<file path="config.mk">
export PLATFORM = sky130hd
export DESIGN_NAME = gigerx_bcnt_fifo_sc
export DESIGN_NICKNAME = d
export VERILOG_FILES = /design/src/rtl/gigerx_bcnt_fifo_sc.sv
export SDC_FILE = /design/constraint.sdc
export NUM_CORES = 2
export LEC_CHECK = 0
export BUFFER_PORTS_ARGS = -buffer_cell sky130_fd_sc_hd__buf_2
export CELL_PAD_IN_SITES_DETAIL_PLACEMENT = 0
export CELL_PAD_IN_SITES_GLOBAL_PLACEMENT = 1
export CORE_ASPECT_RATIO = 0.7
export CORE_MARGIN = 1.5
export CORE_UTILIZATION = 55
export DETAILED_ROUTE_END_ITERATION = 12
export PLACE_DENSITY = 0.78
export SLEW_MARGIN = 30
export SYNTH_ARGS = -nofsm -noshare
export SYNTH_HDL_FRONTEND = slang
export SYNTH_SLANG_ARGS = --single-unit
export TNS_END_PERCENT = 1
</file>
<file path="constraint.sdc">
create_clock -name clk -period 5.6 [get_ports clk]
set_input_delay 0.28 -clock clk [delete_from_list [all_inputs] [get_ports clk]]
set_output_delay 0.28 -clock clk [all_outputs]
set_load 0.01 [all_outputs]
</file>
<file path="src/rtl/gigerx_bcnt_fifo_sc.sv">
// Single-clock byte-count FIFO between the receive byte counter and the
// descriptor/length consumer. Optional show-ahead read port, programmable
// almost-full/almost-empty levels, synchronous flush, sticky error flags.
module gigerx_bcnt_fifo_sc #(
  parameter int unsigned WIDTH    = 16,
  parameter int unsigned DEPTH    = 256,
  parameter int unsigned PTR      = 8,
  parameter int unsigned FWFT     = 0,
  parameter int unsigned AF_LEVEL = 240,
  parameter int unsigned AE_LEVEL = 16
) (
  input  logic             clk,
  input  logic             rst_n,
  input  logic             clr,
  input  logic             wrreq,
  input  logic [WIDTH-1:0] data,
  output logic             full,
  output logic             almost_full,
  input  logic             rdreq,
  output logic [WIDTH-1:0] q,
  output logic             empty,
  output logic             almost_empty,
  output logic [PTR:0]     usedw,
  output logic             overflow,
  output logic             underflow
);

  localparam int unsigned CW       = PTR + 1;
  // Levels above DEPTH behave as DEPTH so the compare never truncates.
  localparam int unsigned AF_CLAMP = (AF_LEVEL > DEPTH) ? DEPTH : AF_LEVEL;
  localparam int unsigned AE_CLAMP = (AE_LEVEL > DEPTH) ? DEPTH : AE_LEVEL;

  logic [WIDTH-1:0] mem [DEPTH];
  logic [PTR-1:0]   wr_ptr;
  logic [PTR-1:0]   rd_ptr;
  logic             wr_acc;
  logic             rd_acc;
  logic [CW-1:0]    usedw_nxt;

  // Accept decisions use the registered flags; next occupancy follows.
  always_comb begin
    wr_acc    = wrreq & ~full;
    rd_acc    = rdreq & ~empty;
    usedw_nxt = usedw;
    if (wr_acc && !rd_acc) begin
      usedw_nxt = usedw + CW'(1);
    end else if (rd_acc && !wr_acc) begin
      usedw_nxt = usedw - CW'(1);
    end
  end

  // Pointers, occupancy and status flags; flags track the new occupancy.
  always_ff @(posedge clk or negedge rst_n) begin
    if (!rst_n) begin
      wr_ptr       <= '0;
      rd_ptr       <= '0;
      usedw        <= '0;
      empty        <= 1'b1;
      full         <= 1'b0;
      almost_empty <= 1'b1;
      almost_full  <= 1'b0;
      overflow     <= 1'b0;
      underflow    <= 1'b0;
    end else if (clr) begin
      wr_ptr       <= '0;
      rd_ptr       <= '0;
      usedw        <= '0;
      empty        <= 1'b1;
      full         <= 1'b0;
      almost_empty <= 1'b1;
      almost_full  <= 1'b0;
      overflow     <= 1'b0;
      underflow    <= 1'b0;
    end else begin
      if (wr_acc) wr_ptr <= wr_ptr + PTR'(1);
      if (rd_acc) rd_ptr <= rd_ptr + PTR'(1);
      usedw        <= usedw_nxt;
      empty        <= (usedw_nxt == CW'(0));
      full         <= (usedw_nxt == CW'(DEPTH));
      almost_empty <= (usedw_nxt <= CW'(AE_CLAMP));
      almost_full  <= (usedw_nxt >= CW'(AF_CLAMP));
      overflow     <= overflow | (wrreq & full);
      underflow    <= underflow | (rdreq & empty);
    end
  end

  // Storage array, not reset; a flush cycle drops the write.
  always_ff @(posedge clk) begin
    if (wr_acc && !clr) begin
      mem[wr_ptr] <= data;
    end
  end

  if (FWFT != 0) begin : g_show_ahead
    // Head word presented directly; rdreq only acknowledges it.
    assign q = mem[rd_ptr];
  end else begin : g_normal
    logic [WIDTH-1:0] q_r;
    // Registered read data, one cycle after an accepted read.
    always_ff @(posedge clk or negedge rst_n) begin
      if (!rst_n) begin
        q_r <= '0;
      end else if (clr) begin
        q_r <= '0;
      end else if (rd_acc) begin
        q_r <= mem[rd_ptr];
      end
    end
    assign q = q_r;
  end

endmodule

</file>
=== Word-level counts from Yosys, hierarchy flattened ===
Memories as Yosys holds them, arrays and structs flattened.
Index checks and enable logic that the tools add are counted.

* Register bits: 47
* Latch bits: 0
* Bits in writable memories: 4,096
* Memory bits (read-only): 0
* Input bits: 21
* Output and inout port bits: 31
* Logic and storage cells: 52
* Memories: 1

* Add/subtract/negate cells: 4
* Multipliers: 0
* Divide/modulo/power cells: 0
* Magnitude comparators: 2
* Eq/ne operators: 1
* Shifts and indexed selects: 0
* Multiplexer cells: 17
* Bitwise operators: 8
* Reductions and logical operators: 9

{| class="wikitable"
|+ Memories
! memory !! words !! width !! read ports !! clocked after memory_dff !! wr ports !! RTL line !! source
|-
| mem || 256 || 16 || 1 || 0 || 1 || 33 || <nowiki>logic [WIDTH-1:0] mem [DEPTH];</nowiki>
|}

{| class="wikitable"
|+ Operator list
! cell !! count
|-
| $mux 16 || 2
|-
| $mux 8 || 4
|-
| $mux 9 || 3
|-
| $add 8x1->8 const B || 2
|-
| $add 9x1->9 const B || 1
|-
| $eq 9x9->1 const B || 1
|-
| $ge 9x8->1 const B || 1
|-
| $le 9x5->1 const B || 1
|-
| $logic_not 9->1 || 1
|-
| $sub 9x1->9 const B || 1
|-
| $mux 1 || 8
|-
| $and 1x1->1 || 4
|-
| $reduce_bool 2->1 || 2
|-
| $logic_and 1x1->1 || 3
|-
| $logic_not 1->1 || 3
|-
| $not 1->1 || 2
|-
| $or 1x1->1 || 2
|}

=== Depth between registers and ports, before layout ===
* Depth after elaboration: 8
* Mapped depth: 13
* Depth with buffers taken out: 8

=== Least setup slack after synthesis ===
Ideal clock, no wire load.

* Path type: register to register
* Start: register wr_ptr[1]
* End: memory mem[113][0], enable pin
* Setup time: 0.388 ns
* Data arrival time: 2.511 ns
* Required time: 5.212 ns
* Setup slack: 2.701 ns
* Cell stages (with the launch flop): 8
* Path buffers: 2
* Clock period less this slack: 2.899 ns
* Path through: dfrtp_1 inv_1 ha_1 or3b_2 or3_1 clkbuf_1 clkbuf_1 nor2_1

{| class="wikitable"
|+ RTL lines
! what !! RTL line !! source
|-
| start, declared || 34 || <nowiki>logic [PTR-1:0] wr_ptr;</nowiki>
|-
| start signal, assigned || 75 || <nowiki>if (wr_acc) wr_ptr <= wr_ptr + PTR'(1);</nowiki>
|-
| end, declared || 33 ||
|}

No word-level cell before the write port.

=== Worst setup path in the final report ===
* Start: register rd_ptr[3]
* End: register g_normal.q_r[2] (netlist: q[2])

* Longest elaborated chain between the ends: 3

{| class="wikitable"
|+ Ends and longest elaborated chain
! what !! RTL line !! source
|-
| start, declared || 35 || <nowiki>logic [PTR-1:0] rd_ptr;</nowiki>
|-
| start signal, assigned || 76 || <nowiki>if (rd_acc) rd_ptr <= rd_ptr + PTR'(1);</nowiki>
|-
| $mem_v2 256x16 || -- ||
|-
| $mux 16 || 105 || <nowiki>end else if (rd_acc) begin</nowiki>
|-
| $mux 16 || 103 || <nowiki>end else if (clr) begin</nowiki>
|-
| end signal, assigned || 106 || <nowiki>q_r <= mem[rd_ptr];</nowiki>
|-
| end, declared || 98 || <nowiki>logic [WIDTH-1:0] q_r;</nowiki>
|}

Every way passes these cells. The select of a mux whose other input is x is not followed.
A chain may end at the register's enable or synchronous reset.

==> results.txt <==
- Placer's final routability congestion estimate: 0.9010
- Measured in cells, the most critical reg-to-reg path has a length of 8.
- Final hold analysis gives a worst-case slack of 2.792 ps.
- Delay of the slowest critical-path stage: 970 ps
- After synthesis, the netlist uses 83 different library cells.
* Fin crit share: 0.8846
- STA classifies the critical path endpoint as a flop.
- Traced cell by cell, the critical path runs through buf_4 -> nor2b_4 -> buf_4 -> a22oi_1 -> a21oi_1 -> nor4_1 -> or4_1 -> a22oi_1.
- Floorplan row count: 165
- The final layout contains routed wiring with a total length of 464.0 mm.
* Length of the first detailed-routing pass in iterations: 6
* Critical path data required time: 6440 ps
* Met2 Resource Use GR: 0.4326
* Clk Tree Root Cell: sky130_fd_sc_hd__clkbuf_16
- Syn Nets: between 7000 and 8000
- VDD sags by at most 0.4071 mV.
- Number of synthesized register bits: slightly above 4000
- Total congestion overflow after global routing: 0
* Overall fraction of global-route tracks in use: 0.3138
- Slew margin rel.: 0.1905
- The tree built by TritonCTS fans out to 4143 sinks.
- The worst hold path belongs to the class in2reg.
- Count of maximum capacitance violations: 0
- The clock period could shrink to 4954 ps.
- The most critical setup path has its startpoint at rd_ptr[3].
* Core outline area: 289400 um2
* Synthesis-to-layout area growth: 12.02%
* Leakage power of the design: between 50 and 60 nW
- For the pin with the worst max-slew slack, the measured transition is approximately 1200 ps.
* Final #Nets: 8149
* Via count: 84610
- Buffers placed on the I/O ports in this run total 51.
* Number of setup violations in the final report: 0
- The number of global-route vias before repair was approximately 80000.
* Clock transition time at the flip-flop clock pins of the worst setup and hold paths: 70 ps
* Sequential fraction of the synthesis area: 0.7742
- In this run the register-to-register setup slack is 650 ps.
- Once detailed placement completed, the half-perimeter wirelength came to 277.9 mm.
- Number of primary I/O pins: 52
- TritonCTS clock tree: yes
- The critical path ends at q[2].
- The initial antenna violation count was 40.
- The endpoint identified for the worst register-to-register timing path is q[2].
* Horiz. Die Dim: 648.5 um
- Among all flip-flop cells after synthesis, the most frequent one is sky130_fd_sc_hd__edfxtp_1.
- Number of nets with antenna violations after detailed routing: 0
- Reg-to-reg critical path startpoint: rd_ptr[3]
- Across the routed clock network, the largest skew measured is 46.68 ps.
- Maximum clock frequency: about 200 MHz
* RSZ-0062 raised after global routing: no
- The number of clock buffers added by TritonCTS is ~370.
- Outcome: complete, no violations
- Fraction of registers with async set or reset after synthesis: 0.01134
* Number of warnings printed during yosys synthesis: 0
- The floorplan step set the die height to 454.8 um.
- In this run the deepest clock path goes through 4 buffers.
* Power Density: 358.9 nW/um2
- Effective utilization at floorplan: 0.5542
- After synthesis, the mean cell area works out to 21.10 um2.
- In the final routed layout, each cell accounts on average for 37.78 um.
- Source-to-sink clock delay at the later pin of the worst-skew pair: 940 ps
* Kind of critical path: reg2reg
- Busiest layer in global routing: met1
* Largest net degree at the start of global routing: 213
- The number of endpoints with negative hold slack in the final report is 0.
* Initial DRC count: 14980
- Die ar.: 294900 um2
- STA classifies the critical path startpoint as a flop.
- Final count of pins violating max slew: 0
- Number of flops mapped to enable cells by yosys: approximately 4000
- The mapped netlist covers 160400 um2.
- Wire length of the first global-routing pass: 638.6 mm
* Depth of the CTS H-tree: 5
- After technology mapping, the gate count stands at around 7600.
- Crit path arrival time: 5790 ps
- Number of remaining DRC errors: 0
- In the routed layout, each cell is associated on average with a via count of 6.889.
- Along the worst path, the maximum fanout reaches 38.
- After layout, the design draws a total of 0.06449 W.
- Fraction of met3 tracks used by global routing: 0.1201
- For met1 alone, demand over resource in global routing was 0.4646.
* Buffer count from post-CTS setup fixing: 0
- Proportion of layout cells with a drive suffix above 1: 0.2437
- Hold-fix buffer count after cts: 16
* # resized after CTS: 0
- The slowest stage of the critical path is the sky130_fd_sc_hd__dfrtp_4 cell.
[area by class of cell]
type                            instances  area, um2
Multi-Input combinational cell       2990      33570
Antenna cell                           13      32.53
Tap cell                             3841       4806
Inverter                                7      33.78
Clock buffer                          470       9927
Clock inverter                        212       1762
Timing Repair Buffer                  606       5353
Sequential cell                      4143     124200
Fill cell                           19550     109800
[cell usage after synthesis (41+ instances only)]
library cell | n | share of area
sky130_fd_sc_hd__dfrtp_1 | 45 | 0.0070
sky130_fd_sc_hd__buf_4 | 46 | 0.0022
sky130_fd_sc_hd__edfxtp_1 | 4096 | 0.77
sky130_fd_sc_hd__nand3_1 | 72 | 0.0022
sky130_fd_sc_hd__buf_6 | 90 | 0.0063
sky130_fd_sc_hd__o21ai_0 | 41 | 0.0013
sky130_fd_sc_hd__mux2i_1 | 495 | 0.031
sky130_fd_sc_hd__o221ai_1 | 90 | 0.0049
sky130_fd_sc_hd__buf_2 | 89 | 0.0028
sky130_fd_sc_hd__mux4_2 | 807 | 0.11
sky130_fd_sc_hd__clkbuf_1 | 181 | 0.0042
sky130_fd_sc_hd__a21oi_1 | 118 | 0.0037
sky130_fd_sc_hd__nor3_1 | 66 | 0.0021
sky130_fd_sc_hd__nor2_1 | 371 | 0.0087
sky130_fd_sc_hd__nand2_1 | 175 | 0.0041
sky130_fd_sc_hd__o22ai_1 | 209 | 0.0082
sky130_fd_sc_hd__a22oi_1 | 107 | 0.0050
[worst max-delay path: cells and delay by family, from the launching register on]
family | cells | cell delay (ps)
buf+inv | 2 | 1380
compound gates | 3 | 1310
flops | 1 | 970
simple gates | 3 | 1100
[state kept, by name, summed over array words and instances, names as in the netlist]
register / count
empty: 1
full: 1
underflow: 1
overflow: 1
q: 16
mem: 4096
rd_ptr: 8
almost_empty: 1
wr_ptr: 8
almost_full: 1
usedw: 9
[cells in the final DEF (no fill, tap or decap), types with 74 or more instances in the layout]
| cell | n |
|---|---|
| sky130_fd_sc_hd__edfxtp_1 | 4096 |
| sky130_fd_sc_hd__mux4_2 | 807 |
| sky130_fd_sc_hd__mux2i_1 | 494 |
| sky130_fd_sc_hd__buf_4 | 480 |
| sky130_fd_sc_hd__clkbuf_16 | 380 |
| sky130_fd_sc_hd__nor2_1 | 337 |
| sky130_fd_sc_hd__o22ai_1 | 208 |
| sky130_fd_sc_hd__nand2_1 | 172 |
| sky130_fd_sc_hd__a21oi_1 | 118 |
| sky130_fd_sc_hd__a22oi_1 | 107 |
| sky130_fd_sc_hd__o221ai_1 | 90 |
| sky130_fd_sc_hd__clkbuf_1 | 82 |
| sky130_fd_sc_hd__clkinv_1 | 81 |
| sky130_fd_sc_hd__clkinv_2 | 74 |
[power breakdown]
group	leakage [nW]	internal, W	switching [W]
sequential	37.4	0.0341	0.0000945
clock	5.72	0.0137	0.0112
combinational	12.0	0.00229	0.00303
total	55.1	0.0501	0.0144
[per-stage QoR]
| stage | cells | area, um2 | util | setup slack [ps] | setup TNS (ps) |
|---|---|---|---|---|---|
| floorplan | 7603 | 160400 | - | 2701 | 0 |
| global placement | 11550 | 167200 | 0.5778 | -268.2 | -268.2 |
| detailed placement | 11560 | 167600 | 0.5789 | 882.0 | 0 |
| CTS | 12260 | 179400 | 0.6198 | 874.0 | 0 |
| global route | 12270 | 179700 | 0.6207 | 680.5 | 0 |
| finish | 12280 | 179700 | 0.6208 | 646.1 | 0 |
[metal layers]
layer	part of all wire	wire (um)
met5	0.00044	205
met4	0.037	17090
met3	0.17	78060
met2	0.42	195600
met1	0.37	173100
[worst min-delay path by stage]
stage	startpoint	endpoint	slack, ps	depth (start not counted)
6_report	data[0]	mem[255][0]	3	1
5_1_grt	data[8]	mem[150][8]	30	1
4_1_cts	data[8]	mem[146][8]	1	1
3_5_place_dp	overflow	overflow	480	2
3_3_place_gp	underflow	underflow	480	2
2_1_floorplan	rst_n	almost_full	-20	0
[kinds of logic (layout without fill, tap and decap cells)]
logic type	after synthesis	count (layout)	synth area share
AO/OA/AOI/OAI	790	790	0.03438
XOR/XNOR	20	20	0.001092
adder cells (fa/ha/maj)	7	7	0.0005460
buffers and inverters	470	1295	0.01957
flip-flops	4143	4143	0.7742
multiplexers	1327	1327	0.1464
other	0	13	0
AND/OR/NAND/NOR	846	846	0.02381
(Power assumes the default switching activity.)
